<file path="src/rtl/five_phase_clk_pkg.sv">
// Shared definitions for the five-phase strobe generator and its consumers.
// Holds the phase count, the 3-bit Johnson-style state encodings and the
// phase index constants used to pick individual strobes out of Phases.
package five_phase_clk_pkg;

    localparam int NUM_PHASES = 5;
    localparam int STATE_W    = 3;

    // Legal states of the rotation; the three unused codes (001, 010, 101)
    // are illegal and recover through the normal next-state equations.
    typedef enum logic [STATE_W-1:0] {
        PH0 = 3'b000,
        PH1 = 3'b100,
        PH2 = 3'b110,
        PH3 = 3'b111,
        PH4 = 3'b011
    } phase_state_e;

    // Bit positions of each strobe within Phases.
    localparam int PH0_IDX = 0;
    localparam int PH1_IDX = 1;
    localparam int PH2_IDX = 2;
    localparam int PH3_IDX = 3;
    localparam int PH4_IDX = 4;

endpackage

</file>
<file path="src/rtl/five_phase_clk.sv">
// Five-phase one-hot strobe generator sequencing multi-cycle datapath stages.
// Latency: Phases is a combinational decode of the state register (0 extra cycles).
// Backpressure: none; the rotation free-runs one phase per CLK, RST restarts it.
//
// Ports:
//   CLK       in   system clock, all state changes on the rising edge
//   RST       in   synchronous active-high reset, forces phase 0
//   Phases    out  [4:0] one-hot phase strobes, bit i high during phase i
//   state_err out  high while the state register holds an illegal code
//                  (present only when FIVE_PHASE_CLK_STATE_CHECK_EN is defined)
module five_phase_clk
    import five_phase_clk_pkg::*;
(
    input  logic                  CLK,
    input  logic                  RST,
    output logic [NUM_PHASES-1:0] Phases
`ifdef FIVE_PHASE_CLK_STATE_CHECK_EN
    ,
    output logic                  state_err
`endif
);

    logic [STATE_W-1:0] ps_q;
    logic [STATE_W-1:0] ps_d;

    // Johnson-style rotation 000 -> 100 -> 110 -> 111 -> 011 -> 000.
    // The same equations pull the illegal codes back into the loop within
    // one cycle (001 -> 100, 010 -> 100, 101 -> 110), so no explicit
    // recovery logic is needed.
    always_comb begin
        ps_d    = ps_q;
        ps_d[2] = ~(ps_q[1] & ps_q[0]);
        ps_d[1] = ps_q[2];
        ps_d[0] = ps_q[2] & ps_q[1];
    end

    always_ff @(posedge CLK) begin
        if (RST) begin
            ps_q <= PH0;
        end else begin
            ps_q <= ps_d;
        end
    end

    // Full-code compares keep the illegal states decoding to all-zero.
    always_comb begin
        Phases          = '0;
        Phases[PH0_IDX] = (ps_q == PH0);
        Phases[PH1_IDX] = (ps_q == PH1);
        Phases[PH2_IDX] = (ps_q == PH2);
        Phases[PH3_IDX] = (ps_q == PH3);
        Phases[PH4_IDX] = (ps_q == PH4);
    end

`ifdef FIVE_PHASE_CLK_STATE_CHECK_EN
    always_comb begin
        state_err = (ps_q == 3'b001) || (ps_q == 3'b010) || (ps_q == 3'b101);
    end
`endif

endmodule

</file>
<file path="config.mk">
export PLATFORM = sky130hd
export DESIGN_NAME = five_phase_clk
export DESIGN_NICKNAME = d
export VERILOG_FILES = /design/src/rtl/five_phase_clk_pkg.sv /design/src/rtl/five_phase_clk.sv
export SDC_FILE = /design/constraint.sdc
export NUM_CORES = 1
export LEC_CHECK = 0
export BUFFER_PORTS_ARGS = -buffer_cell sky130_fd_sc_hd__buf_2
export CORE_AREA = 2 2 39 41
export DETAILED_ROUTE_END_ITERATION = 7
export DIE_AREA = 0 0 41 43
export GPL_TIMING_DRIVEN = 0
export PLACE_DENSITY = 0.3
export SYNTH_ARGS = -nofsm -noshare
export SYNTH_HDL_FRONTEND = slang
export SYNTH_SLANG_ARGS = --single-unit
</file>
<file path="constraint.sdc">
create_clock -name CLK -period 1 [get_ports CLK]
set_clock_uncertainty 0.15 [all_clocks]
set_input_delay 0.2 -clock CLK [delete_from_list [all_inputs] [get_ports CLK]]
set_output_delay 0.2 -clock CLK [all_outputs]
set_load 0.1 [all_outputs]
</file>
==> out/qor.txt <==
STATUS
--------------------------------------------------------------------------------
Run status                                                          finished with violations
Violations in the final reports                                     setup timing

PWR
--------------------------------------------------------------------------------
Pwr/cell area                                                        1440 mW/mm²
Switching power total                                                 0.000151 W
Sequential group share of total power                                      0.281
Cell-internal power                                                   0.000325 W
Peak supply drop                                                          490 µV
Static leakage                                                          0.141 nW
Power share of the clock group                                             0.451
Switching Share                                                            0.317
Share of power burned in combinational logic                               0.268

YOSYS
--------------------------------------------------------------------------------
Post-synthesis sequential area ratio                                       0.495
Gate count after technology mapping                                           11
Avg Cell Area, Syn                                                      11.0 µm²
Yosys warnings                                                                 0
Total of flip-flops plus latches after synthesis                               3
Number of different library cells in the post-synthesis netlist                7
Post-synthesis net count                                                      13
Synth Cell Area                                                          121 µm²

WORST SETUP PATH
--------------------------------------------------------------------------------
Delay of the slowest critical-path stage                                 0.36 ns
Worst path buffer plus inverter count                                          1
Critical path startpoint                                                 ps_q[0]
Critical Path End Type                                                output pin
Cell family with most CP delay                                        flip-flops
Startpoint type of the worst setup path                                flip-flop
R2R depth                                                                      2
Flop-to-flop setup slack                                                 0.09 ns
Type of the worst setup path                                          reg -> out
Data required, critical path                                             0.65 ns
Arrival time at the worst endpoint                                       1.03 ns
Largest driver fanout on the critical path                                     6
Standard cell with the maximum stage delay on the critical path          dfxtp_4
Number of gates on the worst path with buffers counted                         2
Chain of cells forming the critical path                            and3b_2 -> buf_12
Capture point of the worst path                                        Phases[2]
Worst flop-to-flop path endpoint                                         ps_q[0]
R2R Path Start                                                           ps_q[1]

GLOBAL ROUTING
--------------------------------------------------------------------------------
Grt ovf                                                                        0
Largest net degree at the start of global routing                              7
Via count of the first global-routing pass                                   158
Global-route wire length before repair                                    558 µm
Number of antenna violations at the first check in global routing              0
Total GRT Usage                                                           0.0542

DETAILED ROUTING
--------------------------------------------------------------------------------
Number of routed nets with antenna violations                                  0
Number of remaining DRC errors                                                 0
DRT iter0 DRCs                                                                 0
Detailed-router iteration count before antenna repair                          1
Post-detailed-route wirelength per cell                                  7.50 µm
Vias                                                                         137
WL final                                                                  300 µm
Detailed-route vias per instance                                            3.43

FLOORPLAN
--------------------------------------------------------------------------------
Total number of placement rows                                                14
CORE AREA                                                            0.00138 mm²
Die footprint                                                        0.00176 mm²
DIE WIDTH                                                                  41 µm
Number of ports placed on the die boundary                                     7
Initial standard-cell utilization of the core                             0.0877
Die height                                                                 43 µm

CELLS AND AREA
--------------------------------------------------------------------------------
Area of combinational cells with multiple inputs                        82.6 µm²
Largest registers in the final layout                                   ps_q (3)
Final Util                                                                 0.239
Inserted Diodes                                                                0
Most frequent cells in the layout                                   buf_12, clkbuf_4, dfxtp_4
Area occupied by registers                                              71.3 µm²
Fillers                                                                      147
Max FFs per register                                                           3
Largest register by flop count                                              ps_q
Relative area change from synthesis to final layout                         172%
Leading cell type in the layout, fill and taps excluded                   buf_12
Final #Nets                                                                   27
Layout cells sized above 1                                                 0.792

CTS
--------------------------------------------------------------------------------
Clock-pin slew on the worst setup and hold paths                         0.04 ns
Number of clock buffers inserted by TritonCTS                                  3
Sinks on Clock Net                                                             3
H-tree depth reported by CTS                                                   1
Clock tree from TritonCTS                                                  built
Buffers from clock root to sink, at most                                       2
Cell at the root of the clock tree                                      clkbuf_4
Clock Latency Late Sink                                                  0.23 ns

TIMING
--------------------------------------------------------------------------------
Pins over their slew limit                                                     0
Max transition margin                                                      0.874
Worst-case setup margin in the final layout                            -0.380 ns
Transition time at the pin with the least slew margin                   0.189 ns
Hold Vio Cnt, Final                                                            0
Maximum clock rate                                                     0.724 GHz
Min Clock Period, post-route                                             1.38 ns
Final Cycle Share                                                           1.38
Setup tns final                                                         -1.83 ns
Unrepaired setup endpoints after global routing                             true
Final setup violation count                                                    5

PLACE
--------------------------------------------------------------------------------
Gpl congestion                                                             0.590
Pre-CTS setup slack                                                    -0.366 ns
Count of input and output buffers                                              6

FLOW RUN
--------------------------------------------------------------------------------
Total of max-cap violations                                                    0

HOLD PATH
--------------------------------------------------------------------------------
Type of the worst min-delay path                                       in -> reg

[power groups by stage]
| stage | sequential, W | combinational, W | clock [W] |
|---|---|---|---|
| 6_report | 0.000134 | 0.000128 | 0.000215 |
| 5_1_grt | 0.000136 | 0.000133 | 0.000236 |
| 4_1_cts | 0.000134 | 0.000128 | 0.000226 |
| 3_5_place_dp | 0.000141 | 0.0000872 | 0 |
| 3_3_place_gp | 0.000139 | 0.0000864 | 0 |
| 2_1_floorplan | 0.000138 | 0.0000768 | 0 |
[logic make-up after synthesis]
group / after synthesis / synth area share
flip-flops: 3 / 0.495
AO/OA/AOI/OAI: 1 / 0.0412
AND/OR/NAND/NOR: 7 / 0.464
[per-layer routing]
layer / vias up / global-route usage / part of all wire
met5: - / 0 / 0
met4: 0 / 0.100 / 0.070
met3: 2 / 0.0157 / 0.097
met2: 9 / 0.0719 / 0.46
met1: 59 / 0.0418 / 0.37
li1: 67 / - / -
[cell type report]
cell class / instances / share of cell area
Timing Repair Buffer: 9 / 0.394
Multi-Input combinational cell: 8 / 0.250
Clock buffer: 4 / 0.0795
Sequential cell: 3 / 0.216
Tap cell: 16 / 0.0606
[worst reg2reg max path: stages (launching register included)]
cell     delay, ns
dfxtp_4       0.36
buf_4         0.14
and3b_1       0.16
[how the worst min path moves through the flow]
stage,to,depth (start not counted),startpoint,slack [ns]
global route,ps_q[0],2,RST,0.10
detailed placement,ps_q[2],2,RST,0.22
global placement,ps_q[2],2,RST,0.22
finish,ps_q[0],2,RST,0.09
floorplan,ps_q[2],1,RST,0.11
CTS,ps_q[0],2,RST,0.09
[synth_stat cells]
cell type | instances | area share
nor2b_1 | 1 | 0.052
dfxtp_1 | 3 | 0.49
a21oi_1 | 1 | 0.041
nor3_1 | 1 | 0.041
nor3b_2 | 1 | 0.10
and3_1 | 1 | 0.052
and3b_1 | 3 | 0.22
[through the flow]
step	hold WS [ns]	cells	area [µm²]	total power, W
final	0.0930	40	330	0.000476
after global routing	0.105	40	330	0.000504
after CTS	0.0857	40	330	0.000488
after detailed placement	0.225	33	199	0.000228
after global placement	0.223	33	199	0.000226
after floorplan	0.109	11	149	0.000215
[repair_timing]
item                                    in CTS  in global routing
hold buffers                                 1                  0
pin swaps                                    2                  0
resized for setup                           22                  0
setup buffers                                2                  0
endpoints found under the setup margin       5                  5
hold endpoints to repair                     2                  0
No activity file was read; power rests on OpenSTA's default activity.
